File: config.mk
export PLATFORM = sky130hd
export DESIGN_NAME = ndp_range_scheduler
export DESIGN_NICKNAME = d
export VERILOG_FILES = /design/src/rtl/ndp_sched_pkg.sv /design/src/rtl/ndp_range_overlap.sv /design/src/rtl/ndp_range_scheduler.sv
export SDC_FILE = /design/constraint.sdc
export NUM_CORES = 2
export LEC_CHECK = 0
export ABC_AREA = 1
export CAP_MARGIN = 30
export CORE_MARGIN = 5
export CORE_UTILIZATION = 52
export CTS_BUF_LIST = sky130_fd_sc_hd__clkbuf_4
export CTS_CLUSTER_DIAMETER = 30
export DETAILED_ROUTE_END_ITERATION = 8
export MAX_ROUTING_LAYER = met4
export PLACE_DENSITY_LB_ADDON = 0.08
export SYNTH_ARGS = -nofsm -noshare
export SYNTH_HDL_FRONTEND = slang
export SYNTH_HIERARCHICAL = 1
export SYNTH_SLANG_ARGS = --single-unit
File: constraint.sdc
create_clock -name clk -period 14.4 [get_ports clk]
set_input_delay 1.44 -clock clk [delete_from_list [all_inputs] [get_ports clk]]
set_output_delay 1.44 -clock clk [all_outputs]
set_load 0.03 [all_outputs]
File: src/rtl/ndp_sched_pkg.sv
// rtl/ndp_sched_pkg.sv - shared types and defaults for the NDP range scheduler
package ndp_sched_pkg;

  typedef enum logic [1:0] {
    IDLE  = 2'd0,
    CHECK = 2'd1,
    ISSUE = 2'd2
  } sched_state_t;

  localparam int DEF_ENTRIES = 4;
  localparam int DEF_ADDR_W  = 64;

  function automatic int tag_w(input int entries);
    return (entries > 1) ? $clog2(entries) : 1;
  endfunction

endpackage

File: src/rtl/ndp_range_overlap.sv
// rtl/ndp_range_overlap.sv - half-open range overlap test of the held request against one slot
module ndp_range_overlap #(
  parameter int ADDR_W = 64
) (
  input  logic [ADDR_W-1:0] addr,
  input  logic [ADDR_W-1:0] size,
  input  logic [ADDR_W-1:0] slot_addr,
  input  logic [ADDR_W-1:0] slot_size,
  input  logic              slot_valid,
  output logic              hit
);

  // One extra bit on the end so a range reaching the top of memory never wraps
  logic [ADDR_W:0] req_end;
  logic [ADDR_W:0] slot_end;

  assign req_end  = {1'b0, addr} + {1'b0, size};
  assign slot_end = {1'b0, slot_addr} + {1'b0, slot_size};

  assign hit = slot_valid
             && (size != '0)
             && (slot_size != '0)
             && ({1'b0, addr} < slot_end)
             && ({1'b0, slot_addr} < req_end);

endmodule

File: src/rtl/ndp_range_scheduler.sv
// rtl/ndp_range_scheduler.sv - admits byte-range requests only when disjoint from all in-flight ranges
module ndp_range_scheduler
  import ndp_sched_pkg::*;
#(
  parameter int ENTRIES = DEF_ENTRIES,
  parameter int ADDR_W  = DEF_ADDR_W,
  parameter int TAG_W   = tag_w(ENTRIES)
) (
  input  logic                         clk,
  input  logic                         rst,
  input  logic                         req_valid,
  output logic                         req_ready,
  input  logic [ADDR_W-1:0]            req_addr,
  input  logic [ADDR_W-1:0]            req_size,
  output logic                         iss_valid,
  input  logic                         iss_ready,
  output logic [ADDR_W-1:0]            iss_addr,
  output logic [ADDR_W-1:0]            iss_size,
  output logic [TAG_W-1:0]             iss_tag,
  input  logic                         done_valid,
  input  logic [TAG_W-1:0]             done_tag,
  output logic                         conflict_stall,
  output logic [$clog2(ENTRIES+1)-1:0] inflight_cnt
);

  localparam int CNT_W = $clog2(ENTRIES+1);

  sched_state_t state, next_state;

  logic [ADDR_W-1:0]  slot_addr [ENTRIES];
  logic [ADDR_W-1:0]  slot_size [ENTRIES];
  logic [ENTRIES-1:0] slot_valid;
  logic [ENTRIES-1:0] valid_next;
  logic [ENTRIES-1:0] hits;

  logic [ADDR_W-1:0] hold_addr;
  logic [ADDR_W-1:0] hold_size;
  logic [TAG_W-1:0]  hold_tag;
  logic [TAG_W-1:0]  free_idx;
  logic [CNT_W-1:0]  cnt_next;

  logic any_hit;
  logic full;
  logic capture;
  logic alloc;

  for (genvar g = 0; g < ENTRIES; g++) begin : g_cmp
    ndp_range_overlap #(.ADDR_W(ADDR_W)) u_cmp (
      .addr      (hold_addr),
      .size      (hold_size),
      .slot_addr (slot_addr[g]),
      .slot_size (slot_size[g]),
      .slot_valid(slot_valid[g]),
      .hit       (hits[g])
    );
  end

  assign any_hit = |hits;
  assign full    = &slot_valid;

  always_comb begin
    free_idx = '0;
    for (int i = ENTRIES - 1; i >= 0; i--) begin
      if (!slot_valid[i]) free_idx = TAG_W'(i);
    end
  end

  always_ff @(posedge clk) begin
    if (!rst) state <= IDLE;
    else      state <= next_state;
  end

  always_comb begin
    next_state = state;
    req_ready  = 1'b0;
    capture    = 1'b0;
    alloc      = 1'b0;
    case (state)
      IDLE: begin
        req_ready = rst;
        if (req_valid) begin
          capture    = 1'b1;
          next_state = CHECK;
        end
      end
      CHECK: begin
        if (!any_hit && !full) begin
          alloc      = 1'b1;
          next_state = ISSUE;
        end
      end
      ISSUE: begin
        if (iss_ready) next_state = IDLE;
      end
      default: next_state = IDLE;
    endcase
  end

  // The allocated slot was free during CHECK, so it never collides with a retire
  always_comb begin
    valid_next = slot_valid;
    if (done_valid) valid_next[done_tag] = 1'b0;
    if (alloc)      valid_next[free_idx] = 1'b1;
    cnt_next = '0;
    for (int i = 0; i < ENTRIES; i++) begin
      cnt_next = cnt_next + CNT_W'(valid_next[i]);
    end
  end

  always_ff @(posedge clk) begin
    if (!rst) begin
      slot_valid     <= '0;
      inflight_cnt   <= '0;
      conflict_stall <= 1'b0;
      hold_addr      <= '0;
      hold_size      <= '0;
      hold_tag       <= '0;
    end else begin
      slot_valid     <= valid_next;
      inflight_cnt   <= cnt_next;
      conflict_stall <= (state == CHECK) && any_hit;
      if (capture) begin
        hold_addr <= req_addr;
        hold_size <= req_size;
      end
      if (alloc) hold_tag <= free_idx;
    end
  end

  always_ff @(posedge clk) begin
    if (alloc) begin
      slot_addr[free_idx] <= hold_addr;
      slot_size[free_idx] <= hold_size;
    end
  end

  assign iss_valid = (state == ISSUE);
  assign iss_addr  = hold_addr;
  assign iss_size  = hold_size;
  assign iss_tag   = hold_tag;

endmodule
# ---- After elaboration in Yosys (flattened, before gate mapping)
# Memories as Yosys holds them, arrays and structs flattened.
# Cells that the tools add are included.
dict set report word_totals {
  reg_bits 140
  latchBits 0
  ramBits 512
  romBits 0
  inputBits 135
  out_inout_bits 136
  wordCells 89
  mem_count 2
}
dict set report op_classes {
  addsub 8
  n_mul 0
  div 0
  magnitude_cmp 12
  n_eq_ne 5
  shift 0
  mux 21
  n_bitwise 3
  reduce_logical 31
}
# memory depth word_bits read_ports rd_clocked_by_memory_dff write_ports line
set memory_table {}
lappend memory_table {slot_addr 4 64 4 0 1 ndp_range_scheduler.sv:30} ;# logic [ADDR_W-1:0] slot_addr [ENTRIES];
lappend memory_table {slot_size 4 64 4 0 1 ndp_range_scheduler.sv:31} ;# logic [ADDR_W-1:0] slot_size [ENTRIES];
# op count
set op_table {}
lappend op_table {{$lt 64x65->1} 8}
lappend op_table {{$add 64x64->65} 5}
lappend op_table {{$reduce_bool 64->1} 5}
lappend op_table {{$logic_and 1x1->1} 20}
lappend op_table {{$mux 2} 7}
lappend op_table {{$mux 1} 9}
lappend op_table {{$mux 4} 2}
lappend op_table {{$lt 2x3->1 const B} 2}
lappend op_table {{$pmux 2 s3} 1}
lappend op_table {{$and 4x4->4} 1}
lappend op_table {{$demux 1 s2} 2}
lappend op_table {{$ge 2x1->1 const B} 2}
lappend op_table {{$ne 2x2->1 const B} 2}
lappend op_table {{$not 4->4} 1}
lappend op_table {{$or 4x4->4} 1}
lappend op_table {{$reduce_and 4->1} 1}
lappend op_table {{$reduce_or 4->1} 1}
lappend op_table {{$add 2x1->3} 1}
lappend op_table {{$add 3x1->3} 1}
lappend op_table {{$reduce_and 3->1} 1}
lappend op_table {{$add 1x1->2} 1}
lappend op_table {{$eq 2x1->1 const B} 1}
lappend op_table {{$eq 2x2->1 const B} 1}
lappend op_table {{$logic_not 1->1} 2}
lappend op_table {{2 further kinds} 2}

# ---- Logic depth before layout (Yosys ltp)
dict set report depth {
  depth_word 14
  mapped_depth 46
  ltp_nobuf 46
}

# ---- Hierarchy
# The synthesis kept the hierarchy.
# module instances cells_per_inst area_per_inst_um2 seq_area_each_um2
set modules_own_cells {}
lappend modules_own_cells {{ndp_range_overlap (g_cmp[1].u_cmp ...)} 2 1945 11586.1 0.0}
lappend modules_own_cells {ndp_range_scheduler 1 1165 20388.3 18177.4}
lappend modules_own_cells {{ndp_range_overlap (g_cmp[3].u_cmp)} 1 1909 11622.4 0.0}
lappend modules_own_cells {{ndp_range_overlap (g_cmp[0].u_cmp)} 1 1944 11532.3 0.0}

# ---- Least setup slack after synthesis
# Ideal clock, no wire load.
dict set report synth_timing {
  path_kind {reg2reg}
  startpoint {reg hold_addr[1], in the netlist iss_addr[1]}
  endpoint {mem slot_addr[3][0], enable pin}
  setup_ns 0.773
  arrival_ns 12.563
  t_required_ns 13.627
  setup_slack_ns 1.064
  path_stages_with_launch 30
  n_path_buf 0
  synth_period_minus_slack_ns 13.336
  path_cell_list {dfxtp_1 -> ha_1 -> nand3_1 -> nand2_1 -> a21oi_2 -> o21ai_2 -> a21boi_4 -> o21ai_2 -> nand3_1 -> nand2_2 -> xnor2_1 -> ha_1 -> nand2_1 -> nor3_1 -> nand3_1 -> nor2_1 -> nor2_1 -> nand2_1 -> nand2_1 -> nand2_1 -> nand2_1 -> nand2_1 -> nand2_1 -> a21oi_1 -> nor2_1 -> nor2_1 -> nand3_1 -> nor2_1 -> nand3_1 -> nor3_1}
}
dict set report synth_via {
  elab_chain_len 10
  word_cells_on_any_way 24
  classes_between {1 x add/sub; 8 x order compare; 4 x mux; 11 x reduce/logical}
}
# item line
set synth_rtl {}
lappend synth_rtl {{start, declared} ndp_range_scheduler.sv:36} ;# logic [ADDR_W-1:0] hold_addr;
lappend synth_rtl {{start signal, assigned} ndp_range_scheduler.sv:123} ;# hold_addr <= req_addr;
lappend synth_rtl {{$add 64x64->65 / $lt 64x65->1 (equally long branches)} {ndp_range_overlap.sv:17, ndp_range_overlap.sv:23}}
lappend synth_rtl {{$lt 64x65->1 / $logic_and 1x1->1 (equally long branches)} {ndp_range_overlap.sv:24, ndp_range_overlap.sv:23}}
lappend synth_rtl {{$logic_and 1x1->1 (*)} ndp_range_overlap.sv:24} ;# && ({1'b0, slot_addr} < req_end);
lappend synth_rtl {{net hits[3]} ndp_range_scheduler.sv:34} ;# logic [ENTRIES-1:0] hits;
lappend synth_rtl {{$reduce_or 4->1 (*)} ndp_range_scheduler.sv:58} ;# assign any_hit = |hits;
lappend synth_rtl {{$logic_not 1->1 (*)} ndp_range_scheduler.sv:87} ;# if (!any_hit && !full) begin
lappend synth_rtl {{$logic_and 1x1->1 (*)} ndp_range_scheduler.sv:87}
lappend synth_rtl {{$mux 1 (*)} ndp_range_scheduler.sv:87}
lappend synth_rtl {{$mux 1 (*)} ndp_range_scheduler.sv:78} ;# case (state)
lappend synth_rtl {{$mux 1 (*)} ndp_range_scheduler.sv:131} ;# if (alloc) begin
lappend synth_rtl {{$mux 1 (implied by the code) (*)} ndp_range_scheduler.sv:132} ;# slot_addr[free_idx] <= hold_addr;
lappend synth_rtl {{end, declared} ndp_range_scheduler.sv:30}
# The timed path passes the listed nets; every way through them passes the cells marked *.

# ---- Worst setup path after layout
dict set report layout_timing {
  startpoint {reg hold_addr[0], in the netlist iss_addr[0]}
  endpoint {mem slot_addr[3][24], enable pin}
}
# Same word-level chain as after synthesis.

==> results.sh <==
export IMPL_rsz0062_at_grt="false"
export IMPL_r2r_start="iss_addr[0]$_SDFFE_PN0P_"
export IMPL_cts_max_path_buffers=3
export IMPL_cts_sinks=652
export IMPL_synth_ff_type="edfxtp_1"
export IMPL_boundaryPins=271
export IMPL_drive_gt1_frac=0.08050
export IMPL_htreeDepth=4
export IMPL_portBuffers=270
export IMPL_vdd_drop_max_v=0.00007737
export IMPL_syn_avg_cell_area_sq_um=7.489
export IMPL_synth_edf_count=512
export IMPL_ctsHoldBuffers=0
export IMPL_hold_path_class="flop to flop"
export IMPL_final_cell_mix="nand2_1 (1,763), nor2_1 (1,268), ha_1 (1,018)"
export IMPL_crit_type="flop to flop"
export IMPL_timing_reg2reg_setup_slack_ns=6.95
export IMPL_crit_fanout=66
export IMPL_first_pass_iters=8
export IMPL_cp_start_kind="flop"
export IMPL_drt_total_wl_um=271400
export IMPL_drt_wirelength_per_cell_um=24.08
export IMPL_p_leak_uw=0.03249
export IMPL_cts_buffers=183
export IMPL_vias=68341
export IMPL_crit_end="slot_addr[3][24]$_DFFE_PP_"
export IMPL_fin_crit_ns=7.454
export IMPL_cts_root_buf="clkbuf_4"
export IMPL_ff2ff_path_depth=30
export IMPL_skew_ns=0.1276
export IMPL_finalHoldWorstSlack_ns=0.4777
export IMPL_antenna_found_initial=15
export IMPL_crit_top_cell="nand2_1"
export IMPL_place_gp_congestion=1.107
export IMPL_areaGrowthSynthToFinish_pct=12.22
export IMPL_max_freq_ghz=0.1342
export IMPL_syn_nets=10070
export IMPL_drc=0
export IMPL_grt_max_degree=74
export IMPL_whs_path_depth=2
export IMPL_overflow=0
export IMPL_die_area_sq_um=135600
export IMPL_clk_latency_ns=1.26
export IMPL_cpMaxStageDelayCell="dfxtp_1"
export IMPL_synthesis_area_sq_um=66720
export IMPL_avgViaCountPerCell=6.062
export IMPL_reg2reg_to="slot_addr[3][24]$_DFFE_PP_"
export IMPL_initial_utilization=0.5232
export IMPL_crit_path_max_incr_delay_ns=0.87
export IMPL_critPathCaptureType="flop"
export IMPL_async_reset_ff_frac=0
export IMPL_die_x_um=368.2
export IMPL_cts_tree="built"
export IMPL_worst_slew_pin_slew_ns=1.010
export IMPL_final_common_cell="nand2_1"
export IMPL_final_nets=10620
export IMPL_pwr_density_cell_nw_per_um2=86.66
export IMPL_fin_setup_tns_ns=0
export IMPL_fin_crit_sh=0.5176
export IMPL_ys_types=66
export IMPL_status="finished clean"
export IMPL_num_rows=131
export IMPL_ant_nets=0
export IMPL_cts_setup_buffers=0
export IMPL_slew_violations=0
export IMPL_grt_pass1_wl_um=396600
export IMPL_track_usage=0.3973
export IMPL_synthCells=8908
export IMPL_finalSetupViolCount=0
export IMPL_arrival_ns=8.25
export IMPL_dp_hpwl_um=224300
export IMPL_cts_repair_resized=0
export IMPL_drt_initial_drc_count=5397
export IMPL_drv_cap=0
export IMPL_yosysSeqAreaShare=0.2725
export IMPL_first_global_vias=68369
export IMPL_core_sq_um=127500
export IMPL_cp_required_ns=15.20
export IMPL_crit_start="iss_addr[0]$_SDFFE_PN0P_"
export IMPL_fp_dieH_um=368.2
export IMPL_synth_seq_cells=652
export IMPL_maxSlewHeadroom=0.3196
export IMPL_synth_warnings=6
export IMPL_clk_pin_slew_ns=0.07
export IMPL_hold_viol=0
==> worst max-delay path: cells and delay by family, from the launching register on <==
family / cells / cell delay [ns]
AND/OR/NAND/NOR: 19 / 2.54
buffers and inverters: 2 / 1.39
AO/OA/AOI/OAI: 5 / 1.03
adder cells (fa/ha/maj): 3 / 0.87
flip-flops: 1 / 0.87
XOR/XNOR: 1 / 0.17
==> stage by stage <==
step / cells / total power (uW) / util / cell area, sq um / setup slack [ns]
3_3_place_gp: 10935 / 4555 / 0.5674 / 72360 / 7.115
2_1_floorplan: 8908 / 3781 / - / 66720 / 1.064
5_1_grt: 11268 / 6857 / 0.5870 / 74860 / 6.444
4_1_cts: 11265 / 6466 / 0.5870 / 74850 / 7.031
3_5_place_dp: 10935 / 4627 / 0.5674 / 72360 / 7.081
6_report: 11273 / 6488 / 0.5871 / 74870 / 6.946
==> power by group <==
| group | internal, uW | switching (uW) | total, uW |
|---|---|---|---|
| Sequential | 2130 | 63.8 | 2190 |
| Combinational | 847 | 1610 | 2460 |
| Clock | 961 | 875 | 1840 |
==> registers in the layout, summed over array words and instances (netlist names) <==
| signal | count |
|---|---|
| slot_addr | 256 |
| slot_size | 256 |
| iss_addr | 64 |
| iss_size | 64 |
| slot_valid | 4 |
| inflight_cnt | 3 |
| iss_tag | 2 |
| state | 2 |
| conflict_stall | 1 |
==> cell families (layout without fill, tap and decap cells) <==
logic type      after synthesis  after routing  synth area share
other cells                   0              8                 0
buf+inv                     851           1546           0.04850
fa+ha+maj                  1027           1027            0.1936
compound gates             2032           2032            0.1756
xor+xnor                    478            478           0.06275
flops                       652            652            0.2725
simple gates               3868           3868            0.2471
==> per-layer routing <==
layer | vias up | wire length [um] | global-route usage
met5 | - | 0 | -
li1 | 32296 | - | -
met2 | 3140 | 129100 | 0.6684
met1 | 31959 | 101300 | 0.4409
met3 | 946 | 18950 | 0.05101
met4 | 0 | 22110 | 0.2702
==> worst min path at each step <==
stage | startpoint | endpoint
finish | iss_tag[0]$_SDFFE_PN0N_ | iss_tag[0]$_SDFFE_PN0N_
global route | rst | slot_valid[1]$_SDFF_PN0_
CTS | rst | inflight_cnt[1]$_SDFF_PN0_
detailed placement | iss_size[55]$_SDFFE_PN0P_ | slot_size[0][55]$_DFFE_PP_
global placement | iss_size[55]$_SDFFE_PN0P_ | slot_size[0][55]$_DFFE_PP_
floorplan | state[0]$_SDFFE_PN0P_ | conflict_stall$_SDFF_PN0_
==> cell usage after synthesis (7+ instances only) <==
cell type / count / area (sq um)
ha_1: 1018 / 12740
xor2_1: 216 / 1892
o211ai_1: 20 / 150.1
a221oi_1: 7 / 61.31
a21boi_2: 25 / 281.5
nor3_1: 122 / 610.6
o21a_1: 64 / 480.5
nand4_1: 83 / 519.3
buf_2: 26 / 130.1
a21oi_2: 29 / 254.0
and3_1: 29 / 181.4
a211oi_1: 13 / 97.59
fa_1: 9 / 180.2
a21boi_0: 7 / 52.55
or2_2: 13 / 81.33
nand3_1: 265 / 1326
nand2_2: 67 / 419.2
o211ai_2: 7 / 87.58
nor4_1: 120 / 750.7
nand3b_1: 30 / 225.2
a21boi_1: 10 / 75.07
clkbuf_1: 14 / 52.55
nand2_1: 1763 / 6618
nor2_2: 35 / 219.0
nor2_1: 1270 / 4767
nor3_2: 13 / 130.1
o21ai_0: 485 / 2427
o21bai_2: 10 / 112.6
o21ai_2: 20 / 175.2
a21o_1: 102 / 765.7
o21bai_1: 69 / 518.0
o2111ai_1: 11 / 96.34
o221a_2: 7 / 78.83
o21ai_1: 98 / 490.5
edfxtp_1: 512 / 15370
a21oi_1: 922 / 4614
a31oi_1: 106 / 663.1
xnor2_1: 262 / 2295
nand3_2: 15 / 150.1
inv_1: 769 / 2887
dfxtp_1: 140 / 2803
inv_2: 38 / 142.6
nor4_2: 18 / 225.2
==> area by class of cell <==
cell class,count,area (sq um)
Multi-Input combinational cell,7405,45330
Timing Repair Buffer,408,3736
Antenna cell,8,20.02
Sequential cell,652,18180
Fill cell,12003,52650
Clock buffer,249,1869
Inverter,808,3038
Tap cell,1662,2079
Clock inverter,81,618.1
Power figures use the tool's default switching activity.
